<file path="config.mk">
export PLATFORM = sky130hd
export DESIGN_NAME = mem_arbiter
export DESIGN_NICKNAME = d
export VERILOG_FILES = /design/src/rtl/mem_arbiter.sv
export SDC_FILE = /design/constraint.sdc
export NUM_CORES = 1
export LEC_CHECK = 0
export BUFFER_PORTS_ARGS = -buffer_cell sky130_fd_sc_hd__buf_2
export CAP_MARGIN = 10
export CORE_MARGIN = 2
export CORE_UTILIZATION = 30
export CTS_CLUSTER_DIAMETER = 150
export DETAILED_ROUTE_END_ITERATION = 10
export PLACE_DENSITY = 0.64
export SYNTH_ARGS = -nofsm -noshare
export SYNTH_HDL_FRONTEND = slang
export SYNTH_SLANG_ARGS = --single-unit
</file>
<file path="constraint.sdc">
create_clock -name clock_in -period 4.1 [get_ports clock_in]
set_clock_uncertainty 0.05 [all_clocks]
set_input_delay 0 -clock clock_in [delete_from_list [all_inputs] [get_ports clock_in]]
set_output_delay 0 -clock clock_in [all_outputs]
set_load 0.01 [all_outputs]
</file>
<file path="src/rtl/mem_arbiter.sv">
// Two-port arbiter/sequencer in front of a single-port data memory.
// Optional macro ARB_ROUND_ROBIN_EN turns tie-breaking from fixed port-0 priority into round robin.
module mem_arbiter #(
    parameter int WAIT_CYCLES = 1,
    parameter int DEPTH_WORDS = 64
) (
    input  logic        clock_in,
    input  logic        rst,
    input  logic        req0,
    input  logic        we0,
    input  logic [31:0] addr0,
    input  logic [31:0] wdata0,
    output logic        ack0,
    output logic        err0,
    output logic [31:0] rdata0,
    input  logic        req1,
    input  logic        we1,
    input  logic [31:0] addr1,
    input  logic [31:0] wdata1,
    output logic        ack1,
    output logic        err1,
    output logic [31:0] rdata1,
    output logic [31:0] mem_addr,
    output logic [31:0] mem_wdata,
    output logic        mem_read,
    output logic        mem_write,
    input  logic [31:0] mem_rdata,
    output logic        busy
);

    localparam logic [1:0] IDLE = 2'd0;
    localparam logic [1:0] BUSY = 2'd1;
    localparam logic [1:0] DONE = 2'd2;

    localparam logic [31:0] ADDR_LIMIT = 32'(DEPTH_WORDS * 4);
    localparam logic [3:0]  CNT_LOAD   = 4'(WAIT_CYCLES - 1);

    function automatic logic addr_legal(input logic [31:0] a);
        addr_legal = (a[1:0] == 2'b00) && (a < ADDR_LIMIT);
    endfunction

    logic [1:0]  state_q, state_d;
    logic [3:0]  cnt_q, cnt_d;
    logic        last_grant_q, last_grant_d;
    logic        winner_q, winner_d;
    logic        err_flag_q, err_flag_d;
    logic [31:0] mem_addr_q, mem_addr_d;
    logic [31:0] mem_wdata_q, mem_wdata_d;
    logic        mem_read_q, mem_read_d;
    logic        mem_write_q, mem_write_d;
    logic        ack0_q, ack0_d, ack1_q, ack1_d;
    logic        err0_q, err0_d, err1_q, err1_d;
    logic [31:0] rdata0_q, rdata0_d, rdata1_q, rdata1_d;
    logic        busy_q, busy_d;

    logic        grant_s;
    logic        sel_we_s;
    logic [31:0] sel_addr_s;
    logic        legal_s;
    logic [31:0] rd_s;

    // Winner selection for a request seen in IDLE
    always_comb begin
        grant_s = 1'b0;
        if (req0 && req1) begin
`ifdef ARB_ROUND_ROBIN_EN
            grant_s = ~last_grant_q;
`else
            grant_s = 1'b0;
`endif
        end else begin
            grant_s = ~req0;
        end
        sel_we_s   = grant_s ? we1 : we0;
        sel_addr_s = grant_s ? addr1 : addr0;
        legal_s    = addr_legal(sel_addr_s);
        rd_s       = mem_read_q ? mem_rdata : 32'h0000_0000;
    end

    // Next-state and registered-output logic
    always_comb begin
        state_d      = state_q;
        cnt_d        = cnt_q;
        last_grant_d = last_grant_q;
        winner_d     = winner_q;
        err_flag_d   = err_flag_q;
        mem_addr_d   = mem_addr_q;
        mem_wdata_d  = mem_wdata_q;
        mem_read_d   = mem_read_q;
        mem_write_d  = mem_write_q;
        ack0_d       = ack0_q;
        ack1_d       = ack1_q;
        err0_d       = err0_q;
        err1_d       = err1_q;
        rdata0_d     = rdata0_q;
        rdata1_d     = rdata1_q;
        busy_d       = busy_q;
        case (state_q)
            IDLE: begin
                if (req0 || req1) begin
                    winner_d    = grant_s;
                    mem_addr_d  = sel_addr_s;
                    mem_wdata_d = grant_s ? wdata1 : wdata0;
                    cnt_d       = CNT_LOAD;
                    mem_read_d  = legal_s & ~sel_we_s;
                    mem_write_d = legal_s & sel_we_s;
                    err_flag_d  = ~legal_s;
                    busy_d      = 1'b1;
                    state_d     = BUSY;
                end else begin
                    state_d = IDLE;
                end
            end
            BUSY: begin
                if (cnt_q != 4'd0) begin
                    cnt_d = cnt_q - 4'd1;
                end else begin
                    mem_read_d  = 1'b0;
                    mem_write_d = 1'b0;
                    if (winner_q) begin
                        rdata1_d = rd_s;
                        ack1_d   = 1'b1;
                        err1_d   = err_flag_q;
                    end else begin
                        rdata0_d = rd_s;
                        ack0_d   = 1'b1;
                        err0_d   = err_flag_q;
                    end
                    state_d = DONE;
                end
            end
            DONE: begin
                ack0_d       = 1'b0;
                ack1_d       = 1'b0;
                err0_d       = 1'b0;
                err1_d       = 1'b0;
                last_grant_d = winner_q;
                busy_d       = 1'b0;
                state_d      = IDLE;
            end
            default: begin
                mem_read_d  = 1'b0;
                mem_write_d = 1'b0;
                ack0_d      = 1'b0;
                ack1_d      = 1'b0;
                busy_d      = 1'b0;
                state_d     = IDLE;
            end
        endcase
    end

    // State registers; reset drops any transaction in flight
    always_ff @(posedge clock_in or negedge rst) begin
        if (!rst) begin
            state_q      <= IDLE;
            cnt_q        <= 4'd0;
            last_grant_q <= 1'b1;
            winner_q     <= 1'b0;
            err_flag_q   <= 1'b0;
            mem_addr_q   <= 32'h0000_0000;
            mem_wdata_q  <= 32'h0000_0000;
            mem_read_q   <= 1'b0;
            mem_write_q  <= 1'b0;
            ack0_q       <= 1'b0;
            ack1_q       <= 1'b0;
            err0_q       <= 1'b0;
            err1_q       <= 1'b0;
            rdata0_q     <= 32'h0000_0000;
            rdata1_q     <= 32'h0000_0000;
            busy_q       <= 1'b0;
        end else begin
            state_q      <= state_d;
            cnt_q        <= cnt_d;
            last_grant_q <= last_grant_d;
            winner_q     <= winner_d;
            err_flag_q   <= err_flag_d;
            mem_addr_q   <= mem_addr_d;
            mem_wdata_q  <= mem_wdata_d;
            mem_read_q   <= mem_read_d;
            mem_write_q  <= mem_write_d;
            ack0_q       <= ack0_d;
            ack1_q       <= ack1_d;
            err0_q       <= err0_d;
            err1_q       <= err1_d;
            rdata0_q     <= rdata0_d;
            rdata1_q     <= rdata1_d;
            busy_q       <= busy_d;
        end
    end

    assign ack0      = ack0_q;
    assign ack1      = ack1_q;
    assign err0      = err0_q;
    assign err1      = err1_q;
    assign rdata0    = rdata0_q;
    assign rdata1    = rdata1_q;
    assign mem_addr  = mem_addr_q;
    assign mem_wdata = mem_wdata_q;
    assign mem_read  = mem_read_q;
    assign mem_write = mem_write_q;
    assign busy      = busy_q;

endmodule
</file>
* Yosys cells after proc, flatten, opt, wreduce, memory -nomap -nowiden *
Index checks and enable logic that the tools add are counted.
Widths: inputs -> output; s select.

word-level totals
  output and inout port bits = 135
  input port bits = 166
  bits in registers = 143

operators by class
  $lt $le $gt $ge = 1
  equality and inequality tests = 7
  mux-type cells = 30
  reductions and logical operators = 18
  bitwise operators = 10
  $add $sub $neg = 1

operator list
  cell                 count
  $mux 32              3
  $lt 32x9->1 const B  1
  $reduce_and 3->1     8
  $mux 1               15
  $ne 2x2->1 const B   5
  $pmux 1 s2           5
  $mux 4               2
  $not 1->1            8
  $pmux 4 s2           1
  $pmux 1 s3           2
  $logic_not 2->1      2
  $pmux 2 s2           1
  $reduce_and 2->1     2
  $reduce_bool 2->1    2
  $reduce_bool 4->1    1
  $sub 4x1->4 const B  1
  $and 1x1->1          2
  $eq 2x1->1 const B   1
  $eq 2x2->1 const B   1
  $logic_and 1x1->1    2
  $mux 2               1
  $logic_or 1x1->1     1

* Logic depth before layout (Yosys ltp) *
  word-level depth = 8
  gate-level depth with buffers = 8
  gate-level depth less buffers = 6

* Worst setup path before layout *
No wires, ideal clock.

  kind = register to register
  start = register cnt_q[0]
  end = register rdata0_q[12] (netlist: rdata0[12])
  arrival time = 1.560 ns
  path slack = 2.364 ns
  data required time = 3.924 ns
  path buffers = 2
  cell stages (with the launch flop) = 8
  cells stage by stage = dfrtp_1 inv_1 ha_1 or3b_4 nor3_4 buf_6 buf_2 o21ai_0

on the way
  word-level cells in the longest chain between the ends = 3

ends and longest elaborated chain
  item                        RTL line  RTL
  start, declared             43        logic [3:0] cnt_q, cnt_d;
  start signal, assigned      173       cnt_q <= cnt_d;
  $reduce_bool 4->1           115       if (cnt_q != 4'd0) begin
  $not 1->1 (no line)         n/a
  $reduce_and 3->1 (no line)  n/a
  end signal, assigned        185       rdata0_q <= rdata0_d;
  end, declared               53        logic [31:0] rdata0_q, rdata0_d, rdata1_q, rdata1_d;

Every way passes these cells.
A chain may end at the register's enable or synchronous reset.

* Worst setup path after layout *
  start = register cnt_q[0]
  end = register rdata0_q[6] (netlist: rdata0[6])

Same word-level chain as after synthesis.

==> impl_metrics.toml <==
[run_status]
status = "finished clean"

[die]
dieArea_sq_um = 22200
pin_count = 301
dieWidth_um = 149
die_y_um = 149
initial_core_util_pct = 30.3
rows = 53
core_area_sq_um = 20800

[clock_tree]
cts_setup_buffers = 0
cts_tree = "done"
ctsResizeCount = 0
cts_max_level = 4
clkSlewWorstSetupHoldPaths_ns = 0.06
clock-sinks = 143
clock_latency_ns = 0.41
cts_hold_buf = 165
cts_root_buf = "clkbuf_16"
numCtsBuffers = 17
clk_path_buf_depth = 2

[layout]
final_cell_area_sq_um = 10200
syn2layout_area_growth_pct = 62.0
nNetsFinal = 1254
instances_no_fill = 1374
drive_gt1_share_pct = 31.8
diodes = 0

[worst_setup_path]
worst_path_max_delay_cell = "buf_4"
crit_fanout = 66
worstSetupPathType = "flip-flop to flip-flop"
worst-path-buf-inv = 2
cp.depth = 7
r2r-end = "rdata0[6]"
r2r_cells = 7
end_kind = "flip-flop"
crit_path_max_incr_delay_ns = 0.50
worstPathRequired_ns = 4.36
worst_ep_arrival_time_ns = 2.40
r2r_start = "cnt_q[0]"
crit_chain = "inv_1 > ha_1 > or3b_4 > nor3_4 > buf_4 > nand3_1 > o21ai_0"
endpoint = "rdata0[6]"
worstSetupStartpointType = "flip-flop"
critPathTopFamily = "simple AND/OR/NAND/NOR gates"
reg2reg_slack_ns = 1.95
startpoint = "cnt_q[0]"

[detailed_routing]
drc = 0
via_per_inst = 4.54
final_antenna_net_count = 0
num_vias = 6233
met3WireLength_um = 1330
dr.pass1.iters = 4
highest_layer = "met4"
drt-met1-wl_um = 8450
post_drt_wl_per_cell_um = 14.6
postRouteWirelength_um = 20000
dr_wl_met2_um = 9760
drtIter0Drc = 268

[sta]
finalCriticalPeriod_ns = 2.15
period_share_pct = 52.4
fin_tns_setup_ns = 0
drv_slew = 0
tightest_slew_ns = 1.12
slew_headroom_pct = 25.7
fmax_mhz = 466
finalSetupViolations = 0
grt_setup_unrepaired = "false"
hold_viol = 0

[global_routing]
grt_antenna_before_repair = 0
grt_max_degree = 67
grt_overflow = 0
grt_pass1_wl_um = 31400
track_usage_pct = 18.0
grt_pass1_vias = 6257

[synth]
yosysSeqAreaShare_pct = 56.7
netlist_area_sq_um = 6320
syn_avg_cell_area_sq_um = 9.88
synthArstFlopShare_pct = 100
ys_ff_latch = 143
synth_cell_types = 40
yosys_most_used_dff = "dfrtp_1"
yosys_warnings = 0
synthCells = 639
synth_fp_nets = 807
synth_edf_count = 0

[job]
drv_cap = 0

[place]
place.detailed.hpwl_um = 12900
place.port_buffers = 300
place_area_sq_um = 8000
gp_congestion = 0.866
post-place-cells = 1176

[power]
intPower_mw = 3.84
vdd_ir_drop_max_mv = 0.258
p_comb_share_pct = 37.7
pwr-share-seq_pct = 38.6
leakagePower_nw = 4.93
pwr_density_cell_nw_per_um2 = 604
p_sw_mw = 2.34
p_sw_share_pct = 37.8
clockPowerShare_pct = 23.8

[worst_hold_path]
hold_class = "input pin to flip-flop"
-- cell type report --
cell class              instances  area (sq um)
well taps                     275           344
fillers                      1901         10600
clock buffers                  18           439
flip-flops and latches        143          3580
clock inverters                14           123
repair buffers                472          3230
multi-input cells             416          2380
inverters                      36           135
-- flip-flops by register name, summed over array words and instances, names as in the netlist, 2 cells and up --
register   flops
rdata0        32
mem_wdata     32
mem_addr      32
state_q        2
cnt_q          4
rdata1        32
-- worst register-to-register path, stage by stage, from the launching register on --
cell and delay, ns:
dfrtp_1 0.37, inv_1 0.11, ha_1 0.17, or3b_4 0.42, nor3_4 0.11, buf_4 0.50, nand3_1 0.17, o21ai_0 0.15
-- logic make-up after synthesis --
kind of cell / share of synthesized area [%]
simple gates: 14.2
fa+ha+maj: 0.396
xor+xnor: 0.277
flops: 56.7
buf+inv: 5.78
compound gates: 11.8
mux: 10.9
-- power groups by stage --
| stage | combinational [mW] | clock [mW] | sequential, mW |
|---|---|---|---|
| 2_1_floorplan | 0.952 | 0 | 2.65 |
| 3_3_place_gp | 2.12 | 0 | 2.38 |
| 3_5_place_dp | 2.17 | 0 | 2.39 |
| 4_1_cts | 2.32 | 1.51 | 2.39 |
| 5_1_grt | 2.60 | 1.57 | 2.46 |
| 6_report | 2.33 | 1.47 | 2.38 |
-- metal layers --
| layer | vias to the layer above | GRT usage (%) |
|---|---|---|
| met4 | 0 | 6.48 |
| met3 | 29 | 5.57 |
| met5 | - | 0 |
| met2 | 236 | 30.7 |
| met1 | 2899 | 21.3 |
| li1 | 3069 | - |
-- worst min-delay path by stage --
stage / from / endpoint / depth (start not counted)
3_3_place_gp: rst / rdata0[22] / 1
3_5_place_dp: rst / rdata0[22] / 1
5_1_grt: req0 / winner_q / 2
4_1_cts: addr0[11] / mem_read / 4
2_1_floorplan: rst / ack0 / 0
6_report: req0 / winner_q / 2
-- layout by cell type (no fill, tap or decap), drive strengths merged --
cell type | synthesis | final
buf | 28 | 307
dlygate4sd3 | 0 | 165
dfrtp | 143 | 143
nor2 | 71 | 71
a21oi | 67 | 67
nand2 | 67 | 67
mux2i | 66 | 66
o21ai | 66 | 66
inv | 36 | 44
nand3 | 37 | 37
clkbuf | 16 | 18
nor4 | 7 | 7
nor3 | 6 | 6
clkinvlp | 0 | 5
or4 | 4 | 4
o22ai | 2 | 2
o31ai | 2 | 2
a21o | 2 | 2
xor2 | 2 | 2
ha | 2 | 2
mux2 | 2 | 2
o21a | 1 | 1
nand2b | 1 | 1
or3b | 1 | 1
nor2b | 1 | 1
nor3b | 1 | 1
nor4b | 1 | 1
and4 | 1 | 1
a31oi | 1 | 1
and3 | 1 | 1
or4b | 1 | 1
o211ai | 1 | 1
o22a | 1 | 1
o21ba | 1 | 1
clkinv | 0 | 1
-- through the flow --
stage | hold slack, ns | power [mW] | setup slack, ns | util, %
after floorplan | -0.346 | 3.60 | 2.36 | -
after global placement | -0.0182 | 4.50 | 1.70 | 38.4
after detailed placement | -0.0243 | 4.57 | 1.54 | 38.4
after CTS | 0.0204 | 6.22 | 1.49 | 49.0
after global routing | 0.0720 | 6.64 | 1.78 | 49.1
final | 0.0590 | 6.18 | 1.95 | 49.1
-- cells in the mapped netlist (2+ instances only) --
| cell type | instances | area (sq um) |
|---|---|---|
| buf_2 | 16 | 80.1 |
| a21o_1 | 2 | 15.0 |
| inv_1 | 36 | 135 |
| o21ai_1 | 5 | 25.0 |
| nor4_1 | 6 | 37.5 |
| mux2i_1 | 66 | 661 |
| o21ai_0 | 61 | 305 |
| or4_1 | 4 | 30.0 |
| xor2_1 | 2 | 17.5 |
| a21oi_1 | 67 | 335 |
| ha_1 | 2 | 25.0 |
| dfrtp_1 | 143 | 3580 |
| nand2_1 | 67 | 251 |
| buf_4 | 4 | 30.0 |
| buf_6 | 4 | 45.0 |
| o22ai_1 | 2 | 12.5 |
| buf_1 | 4 | 15.0 |
| o31ai_1 | 2 | 15.0 |
| clkbuf_1 | 16 | 60.1 |
| nor2_1 | 71 | 267 |
| nand3_1 | 37 | 185 |
| nor3_1 | 4 | 20.0 |
(Power assumes the default switching activity.)
